**config.mk**
```make
export PLATFORM = sky130hd
export DESIGN_NAME = eks_scheduler_flat
export DESIGN_NICKNAME = d
export VERILOG_FILES = /design/src/rtl/eks_scheduler_pkg.sv /design/src/rtl/eks_scheduler_if.sv /design/src/rtl/eks_iter_counter.sv /design/src/rtl/eks_scheduler.sv /design/src/flat_wrapper.sv
export SDC_FILE = /design/constraint.sdc
export NUM_CORES = 1
export LEC_CHECK = 0
export ABC_AREA = 1
export CAP_MARGIN = 25
export CORE_MARGIN = 1
export CORE_UTILIZATION = 40
export DETAILED_ROUTE_END_ITERATION = 8
export GPL_ROUTABILITY_DRIVEN = 0
export PLACE_DENSITY = 0.65
export SLEW_MARGIN = 15
export SYNTH_ARGS = -nofsm -noshare
export SYNTH_HDL_FRONTEND = slang
export SYNTH_SLANG_ARGS = --single-unit
export TNS_END_PERCENT = 1
```
**constraint.sdc**
```tcl
create_clock -name clk -period 5.6 [get_ports clk]
set_clock_uncertainty 0.05 [all_clocks]
set_input_delay 0.56 -clock clk [delete_from_list [all_inputs] [get_ports clk]]
set_output_delay 0.56 -clock clk [all_outputs]
set_load 0.005 [all_outputs]
```
**src/rtl/eks_scheduler_pkg.sv**
```systemverilog
// Shared types and constants for the bcrypt EksBlowfishSetup / final-encrypt sequencer.
package bcrypt_pkg;

    typedef enum logic [3:0] {
        ST_IDLE       = 4'd0,
        ST_INIT_ISSUE = 4'd1,
        ST_INIT_WAIT  = 4'd2,
        ST_KEY_ISSUE  = 4'd3,
        ST_KEY_WAIT   = 4'd4,
        ST_SALT_ISSUE = 4'd5,
        ST_SALT_WAIT  = 4'd6,
        ST_ENC_ISSUE  = 4'd7,
        ST_ENC_WAIT   = 4'd8,
        ST_DONE       = 4'd9
    } eks_state_t;

    typedef enum logic [1:0] {
        EK_KEY_SALT  = 2'd0,
        EK_KEY_ZERO  = 2'd1,
        EK_SALT_ZERO = 2'd2
    } ek_mode_t;

    // "OrpheanBeholderScryDoubt"
    localparam logic [191:0] BCRYPT_CTEXT =
        192'h4f727068_65616e42_65686f6c_64657253_63727944_6f756274;

    localparam logic [4:0] BCRYPT_MIN_COST = 5'd4;

    // Word idx of the magic value, word 0 being the most significant.
    function automatic logic [31:0] ctext_word(input logic [191:0] v, input int idx);
        return v[191 - 32 * idx -: 32];
    endfunction

endpackage

```
**src/rtl/eks_scheduler_if.sv**
```systemverilog
// Handshake bundle between the scheduler (master) and the expand-key / encipher engines (slave).
interface eks_scheduler_if;
    logic        ek_start;
    logic [1:0]  ek_mode;
    logic        ek_done;
    logic        enc_start;
    logic [31:0] enc_L;
    logic [31:0] enc_R;
    logic        enc_done;
    logic [31:0] enc_resultL;
    logic [31:0] enc_resultR;

    modport master (
        output ek_start, ek_mode, enc_start, enc_L, enc_R,
        input  ek_done, enc_done, enc_resultL, enc_resultR
    );

    modport slave (
        input  ek_start, ek_mode, enc_start, enc_L, enc_R,
        output ek_done, enc_done, enc_resultL, enc_resultR
    );
endinterface

```
**src/rtl/eks_iter_counter.sv**
```systemverilog
// Key-schedule iteration counter; last flags the final KEY/SALT pair for 2^cost iterations.
module eks_iter_counter (
    input  logic       clk,
    input  logic       reset,
    input  logic       clear,
    input  logic       inc,
    input  logic [4:0] cost,
    output logic       last
);
    logic [32:0] count_r;

    // Iteration count, cleared at run start and stepped per completed SALT pass
    always_ff @(posedge clk) begin
        if (!reset) begin
            count_r <= 33'd0;
        end else if (clear) begin
            count_r <= 33'd0;
        end else if (inc) begin
            count_r <= count_r + 33'd1;
        end else begin
            count_r <= count_r;
        end
    end

    // True while the pass in flight is the last one for this cost
    always_comb begin
        last = ((count_r + 33'd1) == (33'd1 << cost));
    end
endmodule

```
**src/rtl/eks_scheduler.sv**
```systemverilog
// bcrypt EksBlowfishSetup + final encrypt sequencer. Optional cost floor: define EKS_COST_CHECK_EN.
module eks_scheduler
    import bcrypt_pkg::*;
#(
    parameter int CTEXT_WORDS = 6,
    parameter int ENC_ROUNDS  = 64
) (
    input  logic                      clk,
    input  logic                      reset,
    input  logic                      start,
    input  logic [4:0]                cost,
    output logic                      busy,
    output logic                      done,
    output logic                      err,
    output logic [32*CTEXT_WORDS-1:0] hash,
    eks_scheduler_if.master           eng
);
    localparam int BLOCKS = CTEXT_WORDS / 2;
    localparam int BLK_W  = (BLOCKS > 1) ? $clog2(BLOCKS) : 1;
    localparam int RND_W  = (ENC_ROUNDS > 1) ? $clog2(ENC_ROUNDS) : 1;
    localparam int WIDX_W = $clog2(CTEXT_WORDS);
    localparam int HASH_W = 32 * CTEXT_WORDS;

    eks_state_t              state_r;
    logic [4:0]              cost_r;
    logic                    busy_r;
    logic                    done_r;
    logic                    err_r;
    logic                    ek_start_r;
    ek_mode_t                ek_mode_r;
    logic                    enc_start_r;
    logic [31:0]             enc_l_r;
    logic [31:0]             enc_r_r;
    logic [HASH_W-1:0]       hash_r;
    logic [31:0]             ctext_r [CTEXT_WORDS];
    logic [RND_W-1:0]        round_cnt_r;
    logic [BLK_W-1:0]        blk_idx_r;

    logic                    cost_ok_s;
    logic                    accept_s;
    logic                    ek_ack_s;
    logic                    enc_ack_s;
    logic                    iter_inc_s;
    logic                    iter_last_s;
    logic [WIDX_W-1:0]       word_lo_s;
    logic [WIDX_W-1:0]       word_hi_s;
    logic [HASH_W-1:0]       ctext_flat_s;

    eks_iter_counter u_iter (
        .clk   (clk),
        .reset (reset),
        .clear (accept_s),
        .inc   (iter_inc_s),
        .cost  (cost_r),
        .last  (iter_last_s)
    );

    // Handshake qualification; a done coinciding with our own start pulse is too early to honour
    always_comb begin
`ifdef EKS_COST_CHECK_EN
        cost_ok_s = (cost >= BCRYPT_MIN_COST);
`else
        cost_ok_s = 1'b1;
`endif
        accept_s   = (state_r == ST_IDLE) && start && cost_ok_s;
        ek_ack_s   = eng.ek_done && !ek_start_r;
        enc_ack_s  = eng.enc_done && !enc_start_r;
        iter_inc_s = (state_r == ST_SALT_WAIT) && ek_ack_s;
        word_lo_s  = WIDX_W'({blk_idx_r, 1'b0});
        word_hi_s  = word_lo_s + WIDX_W'(1);
    end

    // Flatten the working ciphertext, word 0 in the MSBs
    always_comb begin
        ctext_flat_s = '0;
        for (int i = 0; i < CTEXT_WORDS; i++) begin
            ctext_flat_s[32 * (CTEXT_WORDS - 1 - i) +: 32] = ctext_r[i];
        end
    end

    // Sequencer FSM with registered handshake and status outputs
    always_ff @(posedge clk) begin
        if (!reset) begin
            state_r     <= ST_IDLE;
            cost_r      <= 5'd0;
            busy_r      <= 1'b0;
            done_r      <= 1'b0;
            err_r       <= 1'b0;
            ek_start_r  <= 1'b0;
            ek_mode_r   <= EK_KEY_SALT;
            enc_start_r <= 1'b0;
            enc_l_r     <= 32'd0;
            enc_r_r     <= 32'd0;
            hash_r      <= '0;
            round_cnt_r <= '0;
            blk_idx_r   <= '0;
            for (int i = 0; i < CTEXT_WORDS; i++) begin
                ctext_r[i] <= 32'd0;
            end
        end else begin
            ek_start_r  <= 1'b0;
            enc_start_r <= 1'b0;
            done_r      <= 1'b0;
            err_r       <= 1'b0;
            case (state_r)
                ST_IDLE: begin
                    if (accept_s) begin
                        cost_r      <= cost;
                        busy_r      <= 1'b1;
                        round_cnt_r <= '0;
                        blk_idx_r   <= '0;
                        for (int i = 0; i < CTEXT_WORDS; i++) begin
                            ctext_r[i] <= ctext_word(BCRYPT_CTEXT, i);
                        end
                        state_r <= ST_INIT_ISSUE;
                    end else begin
                        err_r <= start;
                    end
                end
                ST_INIT_ISSUE: begin
                    ek_start_r <= 1'b1;
                    ek_mode_r  <= EK_KEY_SALT;
                    state_r    <= ST_INIT_WAIT;
                end
                ST_INIT_WAIT: begin
                    if (ek_ack_s) state_r <= ST_KEY_ISSUE;
                end
                ST_KEY_ISSUE: begin
                    ek_start_r <= 1'b1;
                    ek_mode_r  <= EK_KEY_ZERO;
                    state_r    <= ST_KEY_WAIT;
                end
                ST_KEY_WAIT: begin
                    if (ek_ack_s) state_r <= ST_SALT_ISSUE;
                end
                ST_SALT_ISSUE: begin
                    ek_start_r <= 1'b1;
                    ek_mode_r  <= EK_SALT_ZERO;
                    state_r    <= ST_SALT_WAIT;
                end
                ST_SALT_WAIT: begin
                    if (ek_ack_s) begin
                        state_r <= iter_last_s ? ST_ENC_ISSUE : ST_KEY_ISSUE;
                    end
                end
                ST_ENC_ISSUE: begin
                    enc_l_r     <= ctext_r[word_lo_s];
                    enc_r_r     <= ctext_r[word_hi_s];
                    enc_start_r <= 1'b1;
                    state_r     <= ST_ENC_WAIT;
                end
                ST_ENC_WAIT: begin
                    if (enc_ack_s) begin
                        ctext_r[word_lo_s] <= eng.enc_resultL;
                        ctext_r[word_hi_s] <= eng.enc_resultR;
                        // Block-major inside each round
                        if (blk_idx_r == BLK_W'(BLOCKS - 1)) begin
                            blk_idx_r <= '0;
                            if (round_cnt_r == RND_W'(ENC_ROUNDS - 1)) begin
                                state_r <= ST_DONE;
                            end else begin
                                round_cnt_r <= round_cnt_r + RND_W'(1);
                                state_r     <= ST_ENC_ISSUE;
                            end
                        end else begin
                            blk_idx_r <= blk_idx_r + BLK_W'(1);
                            state_r   <= ST_ENC_ISSUE;
                        end
                    end
                end
                ST_DONE: begin
                    hash_r  <= ctext_flat_s;
                    done_r  <= 1'b1;
                    busy_r  <= 1'b0;
                    state_r <= ST_IDLE;
                end
                default: begin
                    state_r <= ST_IDLE;
                end
            endcase
        end
    end

    assign busy          = busy_r;
    assign done          = done_r;
    assign err           = err_r;
    assign hash          = hash_r;
    assign eng.ek_start  = ek_start_r;
    assign eng.ek_mode   = ek_mode_r;
    assign eng.enc_start = enc_start_r;
    assign eng.enc_L     = enc_l_r;
    assign eng.enc_R     = enc_r_r;
endmodule

```
**src/flat_wrapper.sv**
```systemverilog
// flat-port wrapper written by rule: the top's interface ports become plain ports
module eks_scheduler_flat import bcrypt_pkg::*;
#(
    parameter int CTEXT_WORDS = 6,
    parameter int ENC_ROUNDS  = 64
)
  (clk, reset, start, cost, busy, done, err, hash, eng_ek_start, eng_ek_mode, eng_enc_start, eng_enc_L, eng_enc_R, eng_ek_done, eng_enc_done, eng_enc_resultL, eng_enc_resultR);
  eks_scheduler_if eng_i ();
  input  logic clk;
  input  logic reset;
  input  logic start;
  input  logic [4:0] cost;
  output logic busy;
  output logic done;
  output logic err;
  output logic [32*CTEXT_WORDS-1:0] hash;
  output wire logic [$bits(eng_i.ek_start)-1:0] eng_ek_start;
  output wire logic [$bits(eng_i.ek_mode)-1:0] eng_ek_mode;
  output wire logic [$bits(eng_i.enc_start)-1:0] eng_enc_start;
  output wire logic [$bits(eng_i.enc_L)-1:0] eng_enc_L;
  output wire logic [$bits(eng_i.enc_R)-1:0] eng_enc_R;
  input wire logic [$bits(eng_i.ek_done)-1:0] eng_ek_done;
  input wire logic [$bits(eng_i.enc_done)-1:0] eng_enc_done;
  input wire logic [$bits(eng_i.enc_resultL)-1:0] eng_enc_resultL;
  input wire logic [$bits(eng_i.enc_resultR)-1:0] eng_enc_resultR;
  assign eng_ek_start = eng_i.ek_start;
  assign eng_ek_mode = eng_i.ek_mode;
  assign eng_enc_start = eng_i.enc_start;
  assign eng_enc_L = eng_i.enc_L;
  assign eng_enc_R = eng_i.enc_R;
  assign eng_i.ek_done = eng_ek_done;
  assign eng_i.enc_done = eng_enc_done;
  assign eng_i.enc_resultL = eng_enc_resultL;
  assign eng_i.enc_resultR = eng_enc_resultR;
  eks_scheduler #(.CTEXT_WORDS(CTEXT_WORDS), .ENC_ROUNDS(ENC_ROUNDS)) u_core (.clk(clk), .reset(reset), .start(start), .cost(cost), .busy(busy), .done(done), .err(err), .hash(hash), .eng(eng_i));
endmodule
```
==> qor.yml, run 1 <==
syn-mean-instance-area_sq_um: 8.98
syn-num-nets: 2640
syn_area_sq_um: 23000
max_cap_violations: 0
rows: 87
portBuffers: 336
nNetsFinal: 2887
required_ps: 5660
synth_compound_area_share_pct: 12.3
drt_iter0_markers: 1562
synth.most_common_cell: "nand2_1"
cts_max_level: 2
clk_latency_ps: 630
clockPowerShare_pct: 41.5
cts_resized: 0
drive_above_1_share_pct: 5.38
routed_wl_um: 71800
async_flop_share_pct: 0
grt_max_degree: 134
drc: 0
grt_pass1_wl_um: 110000
synth_area_leaders: "edfxtp_1 33%, dfxtp_1 27%, nand2_1 7.9%"
grt_pass1_vias: 19000
start_kind: "flop"
drt_first_pass_iters: 5
initial_core_util_pct: 40.7
grt_overflow: 0
min_period_over_period_pct: 64.1
synth_top_area_cell: "edfxtp_1"
placed_cell_area_sq_um: 27000
cts.sinks: 569
pre_cts_ws_ps: 1370
power.leakage_nw: 11.5
ioPinCount: 337
hpwl_um: 45800
ys_warn_count: 0
outcome: "finished, final reports clean"
path_clk_slew_ps: 70
synth_edf_count: 256
track_usage_pct: 23.9
synth-adder-area-share_pct: 0.109
synth_seq_cells: 569
synth-simple-area-share_pct: 20.0
comb_power_share_pct: 7.6
tightest_slew_ps: 1080
chipWidth_um: 242
setup_slack_ps: 2010
synth_xor_area_share_pct: 0.152
synth.distinct_cells: 35
syn_to_final_growth_pct: 26.1
viasPerCell: 5.42
min_period_ps: 3590
cp_max_fo: 67
worst_ep_arrival_time_ps: 3650
p_per_area_nw_per_um2: 335
cts_buffers: 58
core-area_sq_um: 56600
max_slew_margin_pct: 28.3
final_area_sq_um: 29000
rsz0062_at_grt: "false"
cts_tree: "built"
synth_top_family_by_area: "simple AND/OR/NAND/NOR gates"
synthMuxAreaShare_pct: 0
endpoint_kind: "flop"
hold_path.class: "reg2reg"
report.final.slew_viol_count: 0
clockRootBuffer: "clkbuf_16"
ant_nets: 0
max_freq_mhz: 279
route.vias.total: 19600
synthFlopType: "dfxtp_1"
die-area_sq_um: 58500
synth_common_cells: "486 x nand2_1, 327 x o21ai_0, 321 x nand3_1"
fin_hold_ws_ps: 408
antenna_found_initial: 6
yosysSeqAreaShare_pct: 60.6
switchingPower_mw: 2.38
hold_buffers: 0
die_h_um: 242
seqPwrFrac_pct: 50.9
p_int_mw: 7.36
cts_setup_buffers: 0
final.setup.tns_ps: 0
ir_drop_mv: 0.288
syn_inst: 2564
synth_top_area_share_pct: 33.4
finalHoldViolations: 0
path_class: "reg2reg"
clockBufferDepth: 3
netSwitchingFraction_pct: 24.4
finalSetupViolCount: 0
wire_per_inst_um: 19.8
==> worst max-delay path: stages (launching register included) <==
cell     delay, ps
dfxtp_4       1020
inv_1          280
nand2_2        140
inv_1          100
nand2_4        610
nand2_2        830
==> sequential cells by signal, summed over array words and instances (netlist names) <==
register,count
u_core.ctext_r,256
u_core.hash,192
u_core.u_iter.count_r,33
u_core.eng.enc_L,32
u_core.eng.enc_R,32
u_core.round_cnt_r,6
u_core.cost_r,5
u_core.state_r,4
u_core.blk_idx_r,2
u_core.eng.ek_mode,2
u_core.busy,1
u_core.done,1
u_core.eng.ek_start,1
u_core.eng.enc_start,1
u_core.err,1
==> final timing paths <==
path                                       startpoint               endpoint  slack, ps  cells past startpoint
worst max register to register    u_core.blk_idx_r[0]  u_core.ctext_r[4][12]       2010                      5
worst min-delay path            u_core.ctext_r[1][21]       u_core.hash[149]        410                      2
worst min register to register  u_core.ctext_r[1][21]       u_core.hash[149]        410                      2
worst max-delay path              u_core.blk_idx_r[0]  u_core.ctext_r[4][12]       2010                      5
==> through the flow <==
stage	std cells	total power, mW	util [%]
finish	3620	9.73	51.3
global route	3620	10.0	51.3
CTS	3616	9.78	51.2
detailed placement	3506	5.77	47.7
global placement	3505	5.74	47.6
floorplan	2564	5.39	-
==> power by group through the flow <==
| stage | clock (mW) | sequential (mW) | combinational, mW |
|---|---|---|---|
| finish | 4.04 | 4.95 | 0.740 |
| global route | 4.25 | 4.98 | 0.817 |
| CTS | 4.09 | 4.95 | 0.737 |
| detailed placement | 0 | 5.03 | 0.734 |
| global placement | 0 | 5.03 | 0.709 |
| floorplan | 0 | 4.93 | 0.451 |
==> cell families (layout without fill, tap and decap cells) <==
| logic type | count (synthesis) | after routing |
|---|---|---|
| simple gates | 1060 | 1060 |
| buf+inv | 418 | 715 |
| xor+xnor | 4 | 4 |
| compound gates | 510 | 510 |
| flops | 569 | 569 |
| other cells | 1 | 4 |
| fa+ha+maj | 2 | 2 |
==> layout by cell type, fill, tap and decap left out, drive strengths merged, types with 2 or more instances in the layout <==
master,instances
o31ai,2
dfxtp,313
nand3b,13
a31oi,3
clkbuf,85
bufinv,5
nor2,207
nand4,20
buf,19
clkdlybuf4s50,335
nor3,6
a211oi,2
a21oi,97
nand3,321
diode,3
ha,2
edfxtp,256
nand2,492
o22ai,5
o21ai,329
o211ai,5
xor2,4
clkinv,20
inv,251
a221oi,64
==> layout make-up <==
| cell class | count | area (sq um) |
|---|---|---|
| fill | 5107 | 27600 |
| sequential | 569 | 14000 |
| multi-input combinational | 1577 | 7600 |
| timing repair buffer | 355 | 3570 |
| clock buffer | 84 | 1740 |
| tap | 756 | 946 |
| inverter | 250 | 943 |
| clock inverter | 26 | 277 |
| antenna | 3 | 7.51 |
==> routing by layer <==
metal / track usage [%] / wire length (um)
met5: 0 / 31
met4: 10.5 / 2780
met3: 4.29 / 5600
met2: 38.9 / 33800
met1: 31.1 / 29600
(Power assumes the default switching activity.)
==> run 2: changes to the inputs <==
--- a/config.mk
+++ b/config.mk
@@ -11,7 +11,7 @@
 export CORE_UTILIZATION = 40
 export DETAILED_ROUTE_END_ITERATION = 8
 export GPL_ROUTABILITY_DRIVEN = 0
-export PLACE_DENSITY = 0.65
+export PLACE_DENSITY = 0.67
 export SLEW_MARGIN = 15
 export SYNTH_ARGS = -nofsm -noshare
 export SYNTH_HDL_FRONTEND = slang
==> constraint.sdc (replaced) <==
create_clock -name clk -period 3 [get_ports clk]
set_clock_uncertainty 0.05 [all_clocks]
set_input_delay 0.3 -clock clk [delete_from_list [all_inputs] [get_ports clk]]
set_output_delay 0.3 -clock clk [all_outputs]
set_load 0.005 [all_outputs]
==> qor.yml, run 2 (synthesis results as in run 1) <==
outcome: "finished, final reports clean"  # unchanged
route.vias.total: 19700  # was 19,600
finalSetupViolCount: 0  # unchanged
p_per_area_nw_per_um2: 611  # was 335 nW/um^2
ff_latch_area_sq_um: 14000  # unchanged
cp_max_fo: 65  # was 67
clk_latency_ps: 610  # was 630 ps
nNetsFinal: 2901  # was 2,887
required_ps: 3240  # was 5660 ps
final_area_sq_um: 29100  # was 29,000 sq um
regMostFlops: "u_core.ctext_r"  # unchanged
hold_buffers: 0  # unchanged
drc: 0  # unchanged
core-area_sq_um: 56600  # unchanged
hold_path.class: "in2reg"  # was reg2reg
max_slew_margin_pct: 32.1  # was 28.3%
drt_iter0_markers: 1949  # was 1,562
clockRootBuffer: "clkbuf_16"  # unchanged
rsz0062_at_grt: "false"  # unchanged
cp_top_family: "buffers and inverters"  # was simple AND/OR/NAND/NOR gates
drt_first_pass_iters: 8  # was 5
tightest_slew_ps: 1020  # was 1080 ps
portBuffers: 336  # unchanged
endpoint_kind: "flop"  # unchanged
multi_input_area_sq_um: 7590  # was 7600 sq um
setup_slack_ps: 415  # was 2010 ps
power.leakage_nw: 11.5  # about the same
fill_cells: 5122  # was 5,107
wire_per_inst_um: 19.9  # was 19.8 um
min_period_ps: 2590  # was 3590 ps
cts_tree: "built"  # unchanged
final_common_cell: "nand2_1"  # unchanged
routed_wl_um: 72300  # was 71,800 um
ant_nets: 0  # unchanged
crit_buf_inv: 3  # was 2
drive_above_1_share_pct: 5.57  # was 5.38%
path_class: "reg2reg"  # unchanged
start_kind: "flop"  # unchanged
ioPinCount: 337  # unchanged
grt_pass1_vias: 18900  # was 19,000
cts_buffers: 58  # unchanged
cp_common_cell: "nor2_1"
die_h_um: 242  # unchanged
cp_slowest_cell: "buf_4"  # was dfxtp_4
max_cap_violations: 0  # unchanged
chipWidth_um: 242  # unchanged
layout_common_cells: "478 x nand2_1, 335 x clkdlybuf4s50_1, 327 x o21ai_0"  # unchanged
antenna_found_initial: 7  # was 6
ir_drop_mv: 0.492  # was 0.288 mV
track_usage_pct: 23.9  # about the same
largest_register_ffs: 256  # unchanged
max_freq_mhz: 387  # was 279 MHz
grt_overflow: 0  # unchanged
grt_pass1_wl_um: 110000  # about the same
pre_cts_ws_ps: 459  # was 1370 ps
cts_resized: 0  # unchanged
cts_max_level: 2  # unchanged
cts.sinks: 569  # unchanged
slowest_delay_ps: 670  # was 1020 ps
grt_max_degree: 194  # was 134
crit_path_cell_trace: "nor2_1 -> nand2_1 -> nor2_1 -> inv_1 -> nor2_1 -> nand2_1 -> inv_1 -> nand2_4 -> buf_4 -> o21ai_0"  # was inv_1 -> nand2_2 -> inv_1 -> nand2_4 -> nand2_2
syn_to_final_growth_pct: 26.4  # was 26.1%
finalHoldViolations: 0  # unchanged
placed_cell_area_sq_um: 27200  # was 27,000 sq um
report.final.slew_viol_count: 0  # unchanged
worst_ep_arrival_time_ps: 2830  # was 3650 ps
min_period_over_period_pct: 86.2  # was 64.1%
path_clk_slew_ps: 60  # was 70 ps
initial_core_util_pct: 40.7  # unchanged
cts_setup_buffers: 0  # unchanged
rows: 87  # unchanged
viasPerCell: 5.42  # about the same
hpwl_um: 46000  # was 45,800 um
die-area_sq_um: 58500  # unchanged
clockBufferDepth: 3  # unchanged
-- run 2: changes by cell type in the layout (fill, tap and decap cells not counted), sizes merged --
| cell | before | now |
|---|---|---|
| buf | 19 | 33 |
| bufinv | 5 | 3 |
| clkbuf | 85 | 90 |
| clkinv | 20 | 17 |
| clkinvlp | 0 | 1 |
| diode | 3 | 5 |
| inv | 251 | 249 |
-- run 2: worst paths after layout --
| kind | start | end | slack, ps | cells after the start |
|---|---|---|---|---|
| hold / removal | reset | u_core.round_cnt_r[1] | 80 | 3 |
| hold reg to reg | u_core.ctext_r[1][22] | u_core.hash[150] | 410 | 2 |
| setup / recovery | u_core.state_r[0] | u_core.ctext_r[3][18] | 410 | 10 |
| setup reg to reg | u_core.state_r[0] | u_core.ctext_r[3][18] | 410 | 10 |
-- run 2: power by group --
part | switching, mW | internal, mW
clock | 3.05 | 4.12
combinational | 0.950 | 0.461
sequential | 0.365 | 8.84
total | 4.36 | 13.4
-- run 2: final cells by class --
class | count | area share [%]
antenna | 5 | 0.0430
clock buffer | 89 | 5.75
clock inverter | 20 | 0.718
inverter | 250 | 3.24
multi-input combinational | 1577 | 26.1
sequential | 569 | 48.0
tap | 756 | 3.25
timing repair buffer | 369 | 13.0
-- run 2: tightest hold or removal path, stage by stage --
cell and delay [ps]:
clkbuf_8 140, inv_1 160, a21oi_1 80
-- run 2: per-layer routing --
metal | routed length [um] | GRT usage, % | vias up
li1 | - | - | 9219
met1 | 30000 | 31.4 | 9497
met2 | 34600 | 39.5 | 848
met3 | 5600 | 4.34 | 134
met4 | 2110 | 8.25 | 4
met5 | 19 | 0 | -
-- run 2: metrics by stage --
| step | TNS [ps] | utilization (%) | power [mW] | hold WS [ps] | std cells |
|---|---|---|---|---|---|
| floorplan | -33060 | - | 10.0 | 349 | 2564 |
| global placement | 0 | 48.1 | 10.7 | 399 | 3521 |
| detailed placement | 0 | 48.1 | 10.8 | 400 | 3521 |
| CTS | 0 | 51.4 | 17.9 | 58.6 | 3630 |
| global route | 0 | 51.4 | 18.4 | 76.8 | 3634 |
| finish | 0 | 51.4 | 17.8 | 80.1 | 3635 |
